## src/rtl/cms_ctrl_regfile.sv

```systemverilog
// Control/status register file and trace-gating FSM for the continuous monitoring system.
// Host register access, start/end triggers, monitored PC ranges, WFI halt, counter and timestamp.
module cms_ctrl_regfile #(
  parameter int unsigned XLEN              = 64,
  parameter int unsigned CTRL_ADDR_WIDTH   = 8,
  parameter int unsigned CTRL_DATA_WIDTH   = 64,
  parameter int unsigned NUM_RANGES        = 4,
  parameter int unsigned CLK_COUNTER_WIDTH = 64,
  parameter logic [31:0] WFI_INSTRUCTION   = 32'h10500073
) (
  input  logic                         clk,
  input  logic                         rst,
  input  logic                         ctrl_wr_en,
  input  logic                         ctrl_rd_en,
  input  logic [CTRL_ADDR_WIDTH-1:0]   ctrl_addr,
  input  logic [CTRL_DATA_WIDTH-1:0]   ctrl_wdata,
  output logic [CTRL_DATA_WIDTH-1:0]   ctrl_rdata,
  output logic                         ctrl_rvalid,
  input  logic                         pc_valid,
  input  logic [XLEN-1:0]              pc,
  input  logic [31:0]                  instr,
  output logic                         trace_active,
  output logic                         pc_in_range,
  output logic                         wfi_stopped,
  output logic [CLK_COUNTER_WIDTH-1:0] clk_counter
);

  typedef enum logic [1:0] {IDLE, TRACING, HALTED} state_t;

  state_t                       state, next_state;
  logic                         start_en, end_en;
  logic [XLEN-1:0]              start_addr, end_addr;
  logic [CLK_COUNTER_WIDTH-1:0] last_ts;
  logic [NUM_RANGES-1:0]        lower_en, upper_en;
  logic [XLEN-1:0]              lower [NUM_RANGES];
  logic [XLEN-1:0]              upper [NUM_RANGES];
  logic [CTRL_DATA_WIDTH-1:0]   rd_mux;
  logic                         any_hit;
  logic                         release_wr;

  assign release_wr = ctrl_wr_en && (ctrl_addr == CTRL_ADDR_WIDTH'(4)) && !ctrl_wdata[0];

  always_ff @(posedge clk) begin
    if (rst) begin
      start_en    <= 1'b0;
      end_en      <= 1'b0;
      start_addr  <= '0;
      end_addr    <= '0;
      last_ts     <= '0;
      clk_counter <= '0;
      lower_en    <= '0;
      upper_en    <= '0;
      for (int unsigned k = 0; k < NUM_RANGES; k++) begin
        lower[k] <= '0;
        upper[k] <= '0;
      end
    end else begin
      clk_counter <= clk_counter + CLK_COUNTER_WIDTH'(1);
      if (ctrl_wr_en) begin
        last_ts <= clk_counter;
        case (ctrl_addr)
          CTRL_ADDR_WIDTH'(0): start_en    <= ctrl_wdata[0];
          CTRL_ADDR_WIDTH'(1): end_en      <= ctrl_wdata[0];
          CTRL_ADDR_WIDTH'(2): start_addr  <= ctrl_wdata[XLEN-1:0];
          CTRL_ADDR_WIDTH'(3): end_addr    <= ctrl_wdata[XLEN-1:0];
          CTRL_ADDR_WIDTH'(5): clk_counter <= ctrl_wdata[CLK_COUNTER_WIDTH-1:0];
          default: ;
        endcase
        for (int unsigned k = 0; k < NUM_RANGES; k++) begin
          if (ctrl_addr == CTRL_ADDR_WIDTH'(8 + 4*k)) lower_en[k] <= ctrl_wdata[0];
          if (ctrl_addr == CTRL_ADDR_WIDTH'(9 + 4*k)) upper_en[k] <= ctrl_wdata[0];
          if (ctrl_addr == CTRL_ADDR_WIDTH'(10 + 4*k)) lower[k] <= ctrl_wdata[XLEN-1:0];
          if (ctrl_addr == CTRL_ADDR_WIDTH'(11 + 4*k)) upper[k] <= ctrl_wdata[XLEN-1:0];
        end
      end
    end
  end

  // Read mux sees pre-write register values, so same-cycle read+write returns the old data.
  always_comb begin
    rd_mux = '0;
    case (ctrl_addr)
      CTRL_ADDR_WIDTH'(0): rd_mux[0] = start_en;
      CTRL_ADDR_WIDTH'(1): rd_mux[0] = end_en;
      CTRL_ADDR_WIDTH'(2): rd_mux[XLEN-1:0] = start_addr;
      CTRL_ADDR_WIDTH'(3): rd_mux[XLEN-1:0] = end_addr;
      CTRL_ADDR_WIDTH'(4): rd_mux[0] = wfi_stopped;
      CTRL_ADDR_WIDTH'(5): rd_mux[CLK_COUNTER_WIDTH-1:0] = clk_counter;
      CTRL_ADDR_WIDTH'(6): rd_mux[CLK_COUNTER_WIDTH-1:0] = last_ts;
      default: ;
    endcase
    for (int unsigned k = 0; k < NUM_RANGES; k++) begin
      if (ctrl_addr == CTRL_ADDR_WIDTH'(8 + 4*k))  rd_mux[0] = lower_en[k];
      if (ctrl_addr == CTRL_ADDR_WIDTH'(9 + 4*k))  rd_mux[0] = upper_en[k];
      if (ctrl_addr == CTRL_ADDR_WIDTH'(10 + 4*k)) rd_mux[XLEN-1:0] = lower[k];
      if (ctrl_addr == CTRL_ADDR_WIDTH'(11 + 4*k)) rd_mux[XLEN-1:0] = upper[k];
    end
  end

  always_ff @(posedge clk) begin
    if (rst) begin
      ctrl_rdata  <= '0;
      ctrl_rvalid <= 1'b0;
    end else begin
      ctrl_rvalid <= ctrl_rd_en;
      if (ctrl_rd_en) ctrl_rdata <= rd_mux;
    end
  end

  always_comb begin
    any_hit = 1'b0;
    for (int unsigned k = 0; k < NUM_RANGES; k++) begin
      if ((lower_en[k] || upper_en[k]) &&
          (!lower_en[k] || (pc >= lower[k])) &&
          (!upper_en[k] || (pc <= upper[k])))
        any_hit = 1'b1;
    end
  end

  always_ff @(posedge clk) begin
    if (rst)           pc_in_range <= 1'b0;
    else if (pc_valid) pc_in_range <= any_hit;
  end

  always_ff @(posedge clk) begin
    if (rst) state <= IDLE;
    else     state <= next_state;
  end

  // WFI beat outranks every other transition, including a same-cycle release write.
  always_comb begin
    next_state = state;
    if (pc_valid && (instr == WFI_INSTRUCTION)) begin
      next_state = HALTED;
    end else begin
      case (state)
        IDLE:    if (pc_valid && (!start_en || (pc == start_addr))) next_state = TRACING;
        TRACING: if (pc_valid && end_en && (pc == end_addr))        next_state = IDLE;
        HALTED:  if (release_wr)                                    next_state = IDLE;
        default: next_state = IDLE;
      endcase
    end
  end

  always_comb begin
    trace_active = (state == TRACING);
    wfi_stopped  = (state == HALTED);
  end

endmodule
```

## config.mk

```make
export PLATFORM = sky130hd
export DESIGN_NAME = cms_ctrl_regfile
export DESIGN_NICKNAME = d
export VERILOG_FILES = /design/src/rtl/cms_ctrl_regfile.sv
export SDC_FILE = /design/constraint.sdc
export NUM_CORES = 2
export LEC_CHECK = 0
export CAP_MARGIN = 10
export CORE_ASPECT_RATIO = 0.9
export CORE_MARGIN = 4
export CORE_UTILIZATION = 55
export CTS_BUF_LIST = sky130_fd_sc_hd__clkbuf_2 sky130_fd_sc_hd__clkbuf_4 sky130_fd_sc_hd__clkbuf_8
export DETAILED_ROUTE_END_ITERATION = 16
export GPL_ROUTABILITY_DRIVEN = 1
export PLACE_DENSITY = 0.75
export SYNTH_ARGS = -nofsm -noshare
export SYNTH_HDL_FRONTEND = slang
export SYNTH_SLANG_ARGS = --single-unit
```

## constraint.sdc

```tcl
create_clock -name clk -period 4.4 [get_ports clk]
set_input_delay 0.88 -clock clk [delete_from_list [all_inputs] [get_ports clk]]
set_output_delay 0.88 -clock clk [all_outputs]
set_load 0.02 [all_outputs]
```

==> results.md <==
- Initial Util: ~56%
- I/O Pins: 305
- Reg2reg end: pc_in_range
- Buf/Inv on CP: 2
- Yosys reg bits: 846
- Port-buffer cells: 304
- Final Cycle Share: 85.8%
- Crit path time final: 3.78 ns
- Worst setup path start: pc[43]
- Run status: finished, final reports clean
- Fin. max-slew vios: 0
- H-tree levels: 4
- Cell Chain, Critical Path: clkdlybuf4s50_1 > ha_1 > o21ai_0 > o21bai_1 > a211oi_1 > o21ai_0 > nor2_1 > nor4b_1 > buf_4 > a221oi_1 > o311ai_1
- Core area: 90000 sq um
- CTS-repair resized insts: 0
- Number of max-cap violations: 0
- Final Hold Vio Count: 0
- Vias: 45500
- Fillers: 7240
- R2r setup slk: 0.89 ns
- CP Class: in -> reg
- Die area: 96300 sq um
- Clock-pin slew on the worst setup and hold paths: 0.07 ns
- Crit path launch type: input port
- Pre-Repair DR Iteration Count: 9
- Hpwl dp: 152000 um
- Max incr delay on CP: ~0.81 ns
- Vias per inst: 6.54
- Cell Area, Synth: 50300 sq um
- Max FO, Critical Path: 7
- Setup crit end: pc_in_range
- Number of remaining DRC errors: 0
- Endpoints failing setup: 0
- Synth area leader: edfxtp_1
- CTS root buf: clkbuf_8
- Worst Skew: 0.0340 ns
- CTS Sinks: 846
- Die width: around 330 um
- Hold WS: 0.486 ns
- Arrival time worst endpoint: roughly 4.5 ns
- CTS Buffer Depth: 3
- First-pass GRT wire length: 297000 um
- GP Congestion: 1.03
- Most used DFF post-synth: edfxtp_1
- Vias in the first global route: 43100
- Cell with the largest stage delay on the worst path: nor4b_1
- Die height: between 200 and 300 um
- Number of cells on the worst reg-to-reg path: 12
- R2R Path Start: lower[2][5]
- Largest net degree at the start of global routing: 96
- Setup TNS: 0 ns
- CP top delay family: compound AO/OA/AOI/OAI gates
- Sequential area share after synthesis: approximately 44%
- Tightest Pin Transition: between 1 and 1.5 ns
- Total Wirelength: 209000 um
- Finished Cell Area: between 50000 and 60000 sq um
- Final core occ: 66.1%
- Yosys warning total: 0
- Async set-reset flop share out of synthesis: 0%
- EDFF count, synth: 512
- Initial antenna violation count: 11
- DRT iter0 DRCs: 7622
- Cts bufs inserted: 148
- Pleak: approximately 24 nW
- Syn Inst Count: 5183
- Dpl cell area: 56300 sq um
- GRT Resource Usage Total: a little over two fifths
- Final ANT Viol Nets: 0
- FMAX: around 260 MHz
- Clock latency on the worst-skew pair: 0.84 ns
- Share of cells above drive strength 1: 10.2%
- NumNets Final: 6282
- Routed wire per std cell: 30.0 um
- Pwr Density: 320 nW/um^2
- Syn nets: slightly below 6000
- Stages on the worst setup path: 11
- Reg area: 22100 sq um
- Post-CTS Setup Bufs: 0
- Cts hold-fix bufs: 0
- Synth top area share: 30.6%
- Avg Inst Size Synth: 9.70 sq um
- CTS tree: built
- Peak supply drop: 0.288 mV
- Area contributors post-synth: edfxtp_1 31%, dfxtp_1 13%, ha_1 13%, and2_1 6.4%, inv_1 4.0%
- Site Rows: 104
- Max-slew headroom: between 10% and 20%
- Grt ovf: 0
- Library cells used by synthesis: 81
- Cell mode on critical path: o21ai_0
- Area grow syn2layout: 18.3%
- RSZ-0062 raised after global routing: false
- HP Class: reg -> reg
- Crit end category: register
- Data required, critical path: 5.15 ns
- Multi-input logic area: 25200 sq um
==> worst min-delay path by stage <==
stage	from	end	slack, ns	cells past startpoint
CTS	rst	last_ts[3]	0.46	2
global route	rst	ctrl_rdata[55]	0.50	2
finish	end_addr[6]	end_addr[6]	0.49	2
floorplan	end_addr[57]	end_addr[57]	0.45	2
global placement	end_addr[47]	end_addr[47]	0.46	2
detailed placement	end_addr[62]	end_addr[62]	0.47	2
==> Yosys cell counts (all sizes together) (30+ instances only) <==
| library cell | instances |
|---|---|
| a21oi | 324 |
| nand4 | 133 |
| xor2 | 69 |
| o21ai | 184 |
| edfxtp | 512 |
| clkbuf | 257 |
| and3 | 40 |
| buf | 42 |
| inv | 535 |
| a22oi | 86 |
| nand2 | 412 |
| dfxtp | 334 |
| a221o | 99 |
| xnor2 | 101 |
| a211oi | 94 |
| ha | 513 |
| a21o | 36 |
| and2 | 517 |
| o221ai | 55 |
| nor2 | 258 |
| mux2i | 65 |
| nand3 | 80 |
| a221oi | 108 |
| a222oi | 30 |
| nor4 | 41 |
==> per-stage QoR <==
step	total power, W	setup slack, ns	std cells
detailed placement	0.0113	-0.0191	6665
global placement	0.0112	0.00301	6665
CTS	0.0189	0.870	6939
global route	0.0196	0.618	6942
floorplan	0.0101	0.402	5183
finish	0.0190	0.625	6951
==> tightest hold or removal path, cell delays in order, from the launching register on <==
cell,delay [ns]
dfxtp_1,0.33
nand2_1,0.06
a21oi_1,0.05
==> power by group <==
group | switching, W | total [W] | internal [W]
combinational | 0.00151 | 0.00237 | 0.000858
clock | 0.00353 | 0.00783 | 0.00430
sequential | 0.000181 | 0.00883 | 0.00865
total | 0.00522 | 0.0190 | 0.0138
==> flip-flops by register name, summed over array words and instances, names as in the netlist, 2 cells and up <==
| register | count |
|---|---|
| clk_counter | 64 |
| ctrl_rdata | 64 |
| end_addr | 64 |
| last_ts | 64 |
| lower | 256 |
| lower_en | 4 |
| start_addr | 64 |
| state | 2 |
| upper | 256 |
| upper_en | 4 |
==> routing by layer <==
| metal | part of all wire (%) | vias to the layer above | GRT usage [%] | wire [um] |
|---|---|---|---|---|
| li1 | - | 19600 | - | - |
| met1 | 39 | 21800 | 58.0 | 81000 |
| met2 | 41 | 3516 | 61.3 | 86100 |
| met3 | 15 | 626 | 12.2 | 30700 |
| met4 | 5.3 | 6 | 19.9 | 11000 |
| met5 | 0.020 | - | 0 | 41 |
==> layout make-up <==
class	count	area share [%]
repair buffers	563	9.29
clock buffers	231	4.78
inverters	535	3.38
well taps	1219	2.56
diodes	12	0.0505
multi-input cells	3502	42.3
flip-flops and latches	846	37.1
clock inverters	43	0.528
==> logic make-up (layout without fill, tap and decap cells) <==
logic type,Yosys count,count (layout),share of synthesized area (%)
buffers and inverters,835,1372,6.45
AO/OA/AOI/OAI,1153,1153,15.8
adder cells (fa/ha/maj),513,513,12.8
AND/OR/NAND/NOR,1596,1596,16.7
other,0,12,0
multiplexers,70,70,1.43
XOR/XNOR,170,170,2.96
flip-flops,846,846,43.9
==> cell usage in the layout, fill, tap and decap left out, types with 108 or more instances in the layout <==
cell type | netlist | layout
nor2_1 | 251 | 238
ha_1 | 513 | 513
a21oi_1 | 324 | 324
and2_1 | 517 | 516
buf_4 | 4 | 217
clkdlybuf4s50_1 | 0 | 302
inv_1 | 535 | 535
edfxtp_1 | 512 | 512
a221oi_1 | 108 | 108
nand2_1 | 411 | 406
clkbuf_8 | 2 | 177
nand4_1 | 132 | 132
o21ai_0 | 183 | 183
dfxtp_1 | 334 | 334
No activity file was read; power rests on OpenSTA's default activity.
